$ cat src/rtl/pipe_store_buf_pkg.sv
// Shared definitions for the store buffer: drain FSM encoding, lane masks,
// and the per-lane merge used by read-modify-write.
package pipe_store_buf_pkg;

  typedef enum logic [1:0] {
    ST_IDLE  = 2'd0,
    ST_READ  = 2'd1,
    ST_MERGE = 2'd2,
    ST_WRITE = 2'd3
  } state_t;

  localparam logic [3:0] MASK_W   = 4'b1111;
  localparam logic [3:0] MASK_HLO = 4'b0011;
  localparam logic [3:0] MASK_HHI = 4'b1100;

  // Per byte lane: take the new data where the mask is set, else keep old.
  function automatic logic [31:0] lane_merge(input logic [3:0]  mask,
                                             input logic [31:0] new_d,
                                             input logic [31:0] old_d);
    logic [31:0] r;
    r = old_d;
    for (int l = 0; l < 4; l++) begin
      if (mask[l]) r[8*l +: 8] = new_d[8*l +: 8];
    end
    return r;
  endfunction

endpackage

$ cat src/rtl/pipe_store_buf_align.sv
// Size/alignment decode for a memory access: lane mask, lane-replicated data
// and the misalignment flag. Purely combinational, usable by the load path too.
module store_align
  import pipe_store_buf_pkg::*;
(
  input  logic        w,
  input  logic        h,
  input  logic        b,
  input  logic [1:0]  addr_lo,
  input  logic [31:0] data,
  output logic [3:0]  mask,
  output logic [31:0] rep_data,
  output logic        addr_err
);

  // Decode size selects with priority word > half > byte.
  always_comb begin
    mask     = 4'b0000;
    rep_data = 32'h0;
    addr_err = ~((w & (addr_lo == 2'b00)) | (h & ~addr_lo[0]) | b);
    if (w) begin
      mask     = MASK_W;
      rep_data = data;
    end else if (h) begin
      mask     = addr_lo[1] ? MASK_HHI : MASK_HLO;
      rep_data = {2{data[15:0]}};
    end else if (b) begin
      mask     = 4'b0001 << addr_lo;
      rep_data = {4{data[7:0]}};
    end
  end

endmodule

$ cat src/rtl/pipe_store_buf.sv
// Store buffer: queues aligned stores in a small circular FIFO and drains them
// into a word-wide RAM without byte enables, using read-modify-write for
// sub-word stores. Flags loads that hit a pending store word.
//
// Handshake: a store is taken on a cycle where st_valid & st_ready & ~AddressErr;
// st_ready depends only on the current fill level, so a full queue never
// accepts even if it pops in the same cycle. Rejected requests are dropped and
// the producer is expected to hold/retry while st_ready is low.
module pipe_store_buf
  import pipe_store_buf_pkg::*;
#(
  parameter int DEPTH  = 4,
  parameter int ADDR_W = 8
) (
  input  logic              clk,
  input  logic              rst,
  input  logic              w,
  input  logic              h,
  input  logic              b,
  input  logic              st_valid,
  input  logic [31:0]       addr,
  input  logic [31:0]       st_data,
  output logic              st_ready,
  output logic              AddressErr,
  input  logic              ld_valid,
  input  logic [31:0]       ld_addr,
  output logic              ld_hazard,
  output logic              drain_active,
  output logic              empty,
  output logic              ram_ena,
  output logic              ram_wena,
  output logic [ADDR_W-1:0] ram_addr,
  output logic [31:0]       ram_wdata,
  input  logic [31:0]       ram_rdata,
  output logic [1:0]        dbg_state
);

  localparam int PTR_W = $clog2(DEPTH);
  localparam int CNT_W = PTR_W + 1;

  // Queue storage and bookkeeping
  logic [ADDR_W-1:0] r_q_addr [DEPTH];
  logic [3:0]        r_q_mask [DEPTH];
  logic [31:0]       r_q_data [DEPTH];
  logic [PTR_W-1:0]  r_wr_ptr;
  logic [PTR_W-1:0]  r_rd_ptr;
  logic [CNT_W-1:0]  r_count;

  state_t            r_state;
  state_t            w_state_nxt;
  logic [31:0]       r_merged;

  logic [3:0]        w_in_mask;
  logic [31:0]       w_in_data;
  logic [ADDR_W-1:0] w_in_addr;
  logic              w_full;
  logic              w_enq;
  logic              w_deq;
  logic              w_start;
  logic [3:0]        w_start_mask;
  logic [ADDR_W-1:0] w_head_addr;
  logic [3:0]        w_head_mask;
  logic [31:0]       w_head_data;
  logic              w_hit;
  logic              w_unused;

  assign w_unused = ^{addr[31:ADDR_W+2], ld_addr[31:ADDR_W+2], ld_addr[1:0]};

  store_align u_align (
    .w        (w),
    .h        (h),
    .b        (b),
    .addr_lo  (addr[1:0]),
    .data     (st_data),
    .mask     (w_in_mask),
    .rep_data (w_in_data),
    .addr_err (AddressErr)
  );

  assign w_in_addr   = addr[ADDR_W+1:2];
  assign w_full      = (r_count == CNT_W'(DEPTH));
  assign st_ready    = ~w_full;
  assign w_enq       = st_valid & st_ready & ~AddressErr;
  assign w_deq       = (r_state == ST_WRITE);
  assign w_head_addr = r_q_addr[r_rd_ptr];
  assign w_head_mask = r_q_mask[r_rd_ptr];
  assign w_head_data = r_q_data[r_rd_ptr];
  assign empty       = (r_count == '0) & (r_state == ST_IDLE);
  assign dbg_state   = r_state;

  // When the queue is empty, the store being enqueued now becomes the head
  // next cycle, so IDLE decides on its mask directly to save a cycle.
  assign w_start      = (r_count != '0) | w_enq;
  assign w_start_mask = (r_count != '0) ? w_head_mask : w_in_mask;

  // Write the incoming entry at the tail.
  always_ff @(posedge clk) begin
    if (w_enq) begin
      r_q_addr[r_wr_ptr] <= w_in_addr;
      r_q_mask[r_wr_ptr] <= w_in_mask;
      r_q_data[r_wr_ptr] <= w_in_data;
    end
  end

  // Pointer and fill-level tracking; simultaneous push/pop keeps the count.
  always_ff @(posedge clk) begin
    if (rst) begin
      r_wr_ptr <= '0;
      r_rd_ptr <= '0;
      r_count  <= '0;
    end else begin
      if (w_enq) r_wr_ptr <= r_wr_ptr + PTR_W'(1);
      if (w_deq) r_rd_ptr <= r_rd_ptr + PTR_W'(1);
      case ({w_enq, w_deq})
        2'b10:   r_count <= r_count + CNT_W'(1);
        2'b01:   r_count <= r_count - CNT_W'(1);
        default: r_count <= r_count;
      endcase
    end
  end

  // Drain FSM state register.
  always_ff @(posedge clk) begin
    if (rst) r_state <= ST_IDLE;
    else     r_state <= w_state_nxt;
  end

  // Drain FSM next state: full words write directly, partial words go via RMW.
  always_comb begin
    w_state_nxt = r_state;
    case (r_state)
      ST_IDLE:  if (w_start) w_state_nxt = (w_start_mask == MASK_W) ? ST_WRITE : ST_READ;
      ST_READ:  w_state_nxt = ST_MERGE;
      ST_MERGE: w_state_nxt = ST_WRITE;
      ST_WRITE: w_state_nxt = ST_IDLE;
      default:  w_state_nxt = ST_IDLE;
    endcase
  end

  // RAM port drive; address/data are held at zero when the port is idle.
  always_comb begin
    ram_ena      = 1'b0;
    ram_wena     = 1'b0;
    ram_addr     = '0;
    ram_wdata    = 32'h0;
    drain_active = 1'b0;
    case (r_state)
      ST_READ: begin
        ram_ena      = 1'b1;
        ram_addr     = w_head_addr;
        drain_active = 1'b1;
      end
      ST_MERGE: drain_active = 1'b1;
      ST_WRITE: begin
        ram_ena      = 1'b1;
        ram_wena     = 1'b1;
        ram_addr     = w_head_addr;
        ram_wdata    = (w_head_mask == MASK_W) ? w_head_data : r_merged;
        drain_active = 1'b1;
      end
      default: ;
    endcase
  end

  // Capture the merged word while the read data is on ram_rdata.
  always_ff @(posedge clk) begin
    if (rst)                     r_merged <= 32'h0;
    else if (r_state == ST_MERGE) r_merged <= lane_merge(w_head_mask, w_head_data, ram_rdata);
  end

  // Load hazard: compare the load word against every occupied queue slot.
  always_comb begin
    logic [PTR_W-1:0] v_off;
    v_off = '0;
    w_hit = 1'b0;
    for (int i = 0; i < DEPTH; i++) begin
      v_off = PTR_W'(i) - r_rd_ptr;
      if (({1'b0, v_off} < r_count) && (r_q_addr[i] == ld_addr[ADDR_W+1:2])) w_hit = 1'b1;
    end
  end

  assign ld_hazard = ld_valid & w_hit;

endmodule

$ cat config.mk
export PLATFORM = sky130hd
export DESIGN_NAME = pipe_store_buf
export DESIGN_NICKNAME = d
export VERILOG_FILES = /design/src/rtl/pipe_store_buf_pkg.sv /design/src/rtl/pipe_store_buf_align.sv /design/src/rtl/pipe_store_buf.sv
export SDC_FILE = /design/constraint.sdc
export NUM_CORES = 1
export LEC_CHECK = 0
export CORE_MARGIN = 10
export CORE_UTILIZATION = 54
export CTS_CLUSTER_SIZE = 28
export DETAILED_ROUTE_END_ITERATION = 8
export DONT_BUFFER_PORTS = 1
export PLACE_DENSITY_LB_ADDON = 0.15
export REMOVE_ABC_BUFFERS = 1
export SLEW_MARGIN = 20
export SYNTH_ARGS = -nofsm -noshare
export SYNTH_HDL_FRONTEND = slang
export SYNTH_SLANG_ARGS = --single-unit
$ cat constraint.sdc
create_clock -name clk -period 3.4 [get_ports clk]
set_clock_uncertainty 0.05 [all_clocks]
set_input_delay 0.34 -clock clk [delete_from_list [all_inputs] [get_ports clk]]
set_output_delay 0.34 -clock clk [all_outputs]
set_load 0.01 [all_outputs]
==> summary.txt <==
Avg WL per Cell -> 23.9 um
clk slew on worst S/H paths -> 0.06 ns
Post-Syn Instances -> 746
main flop type after synthesis -> edfxtp_1
drt pass-1 iters -> 5
Final Routed Wirelength -> 23400 um
status -> completed
H-Tree Depth -> 1
Hold WC Path Type -> input pin to flip-flop
CTS Buf Count -> 23
Max transition margin -> 40.4%
fmax -> 0.307 GHz
CTS root buffer -> clkbuf_16
grt ovf -> 0
Antenna Nets Post-Route -> 0
CTS resizes -> 0
setup slack, reg-to-reg -> 0.72 ns
Worst setup EP type -> output pin
Slowest cell on crit path -> mux4_2
critical path fanouts, max -> 33
Final Wtd Congestion -> 0.799
commonest non-fill, non-tap cell in the layout -> edfxtp_1
TNS Setup -> 0 ns
critical path type -> flip-flop to output pin
P_int -> 5.40 mW
hold wc startpoint -> ram_rdata[3]
Num Clock Sinks -> 219
vias per inst -> 6.04
leak pwr -> 3.63 nW
Hold Path End -> r_merged[3]$_SDFFE_PP0P_
Area growth syn-to-layout -> 10.3%
PortBufs -> 0
Core Util, Final -> 61.3%
Sw Share -> 27.6%
XOR/XNOR share of the synthesized area -> 3.30%
Seq pwr share -> 44.7%
setup bufs post-CTS -> 0
row cnt -> 49
period utilization -> 95.7%
# diodes -> 0
adder-cell area share of the yosys netlist -> 1.94%
share of layout cells above drive strength 1 -> 16.1%
DRC viols -> 0
hold path cells -> 2
die width -> 157 um
Period minus WS final -> 3.25 ns
DIE AREA -> 0.0245 mm^2
Gate power share -> 20.2%
clock share of power -> 35.0%
final number of hold-violating endpoints -> 0
Post-Synth Simple-Gate Area -> 9.48%
maxcap violations -> 0
TritonCTS clock tree -> yes
# IOs -> 184
1st-iter DRT viols -> 358
EDFF count, synth -> 176
post-synth cell types -> 42
CP required -> 3.01 ns
worst slack, placed -> 0.640 ns
worst hold slack -> 0.0308 ns
mux cell area share after synthesis -> 13.1%
Total GRT Usage -> 18.9%
worst skew pair latency -> 0.50 ns
initial core utilization -> 55.6%
most frequent cells in the layout -> edfxtp_1, nand2_1, nor2_1
Nets -> 887
Setup WS post-layout -> 0.147 ns
asr flop ratio synth -> 0%
clk buf depth -> 3
worst vdd ir -> 447 uV
post-detail-place hpwl -> 15300 um
initial antenna violation count -> 0
first-pass GRT wire length -> 35900 um
post-synthesis compound-gate area fraction -> 7.99%
Post-Syn Area -> 0.0101 mm^2
core area -> 0.0181 mm^2
worst reg2reg path depth -> 4
die height -> 157 um
PD cells -> 670 mW/mm^2
FF+latch count, synth -> 219
largest net degree at the start of global routing -> 66
net switching power -> 2.05 mW
warnings from Yosys -> 0
Pins Over Slew Limit -> 0
Slew @ Worst Pin -> 0.882 ns
via count -> 5934
syn avg cell area -> 13.5 um^2
final setup fails -> 0
RSZ-0062 raised after global routing -> no
crit path cell chain -> mux4_2 -> nand4_4 -> nand2_1 -> a21boi_1
largest family of logic cells by synthesized area -> multiplexers
Worst setup SP type -> flip-flop
number of global-route vias before repair -> 6139
Critical Path Max Stage Delay -> 0.77 ns
Critical R2R Capture -> dbg_state[1]$_SDFFE_PP0P_
sequential area share after synthesis -> 60.9%
WP data arrival -> 2.86 ns
==> logic make-up (layout without fill, tap and decap cells) <==
logic type	Yosys count	after routing
buffers and inverters	69	76
AOI/OAI and AO/OA	117	117
xor gates and xnor gates	38	38
muxes	77	77
and+or+nand+nor	211	211
DFF	219	219
adders and majority gates	15	15
==> stage by stage <==
stage	cells	instance area (um^2)	power, mW
global route	982	11100	7.79
CTS	982	11100	7.52
finish	982	11100	7.45
detailed placement	932	10200	4.90
global placement	932	10200	4.81
floorplan	692	9810	4.50
==> cells in the mapped netlist (2+ instances only) <==
cell / instances / area (um^2)
nor3_1: 3 / 15.0
nand2_2: 10 / 62.6
nor4_1: 2 / 12.5
o21bai_1: 2 / 15.0
o21ai_0: 28 / 140
dfxtp_1: 43 / 861
buf_2: 8 / 40.0
nand2_1: 98 / 368
nand4_1: 6 / 37.5
nor3b_1: 2 / 15.0
nor2_1: 57 / 214
or2_2: 2 / 12.5
inv_1: 13 / 48.8
buf_4: 2 / 15.0
a21oi_1: 17 / 85.1
xnor2_1: 28 / 245
a21boi_1: 22 / 165
mux2i_1: 33 / 330
mux4_2: 44 / 991
ha_1: 14 / 175
edfxtp_1: 176 / 5290
xor2_1: 10 / 87.6
nor2b_1: 17 / 106
and2_1: 5 / 31.3
clkbuf_1: 37 / 139
nand2b_1: 4 / 25.0
buf_6: 7 / 78.8
a21boi_2: 10 / 113
a211oi_1: 33 / 248
==> critical path: cells and delay by family, from the launching register on <==
kind | cells | cell delay [ns]
muxes | 1 | 0.77
AOI/OAI and AO/OA | 1 | 0.36
and+or+nand+nor | 2 | 0.65
DFF | 1 | 0.56
==> worst max path at each step <==
stage,depth (start not counted),slack [ns],endpoint,startpoint
2_1_floorplan,4,-0.39,ram_wdata[30],flip-flop
3_3_place_gp,4,0.69,ram_wdata[23],flip-flop
3_5_place_dp,4,0.64,ram_wdata[20],flip-flop
4_1_cts,4,0.11,ram_wdata[20],flip-flop
5_1_grt,4,0.005,ram_wdata[20],flip-flop
6_report,4,0.15,ram_wdata[20],flip-flop
==> power by group through the flow <==
stage	clock network [mW]	registers, mW	logic (mW)
final	2.61	3.34	1.51
after global routing	2.75	3.37	1.68
after CTS	2.65	3.34	1.53
after detailed placement	0	3.39	1.50
after global placement	0	3.38	1.44
after floorplan	0	3.38	1.12
==> state kept, by name, indices dropped and copies added, names as in the netlist, named ones only <==
| name | count |
|---|---|
| dbg_state | 2 |
| r_count | 3 |
| r_merged | 32 |
| r_q_addr | 32 |
| r_q_data | 128 |
| r_q_mask | 16 |
| r_rd_ptr | 2 |
| r_wr_ptr | 2 |
==> timing repair <==
item                                    in CTS  in global routing
endpoints found under the setup margin       0                  0
hold buffers                                 9                  0
endpoints found under the hold margin       75                  0
==> routing by layer <==
| metal | part of all wire, % | global-route usage (%) | vias to the layer above |
|---|---|---|---|
| li1 | - | - | 2729 |
| met1 | 40 | 22.6 | 3003 |
| met2 | 51 | 33.5 | 168 |
| met3 | 6.9 | 4.99 | 34 |
| met4 | 1.9 | 4.40 | 0 |
| met5 | 0 | 0 | - |
==> cell type report <==
cell class | count | area, um^2
clock buffer | 26 | 587
clock inverter | 15 | 198
fill | 1350 | 7020
inverter | 15 | 56.3
multi-input combinational | 458 | 3620
sequential | 219 | 6150
tap | 229 | 287
timing repair buffer | 20 | 233
Power figures use the tool's default switching activity.
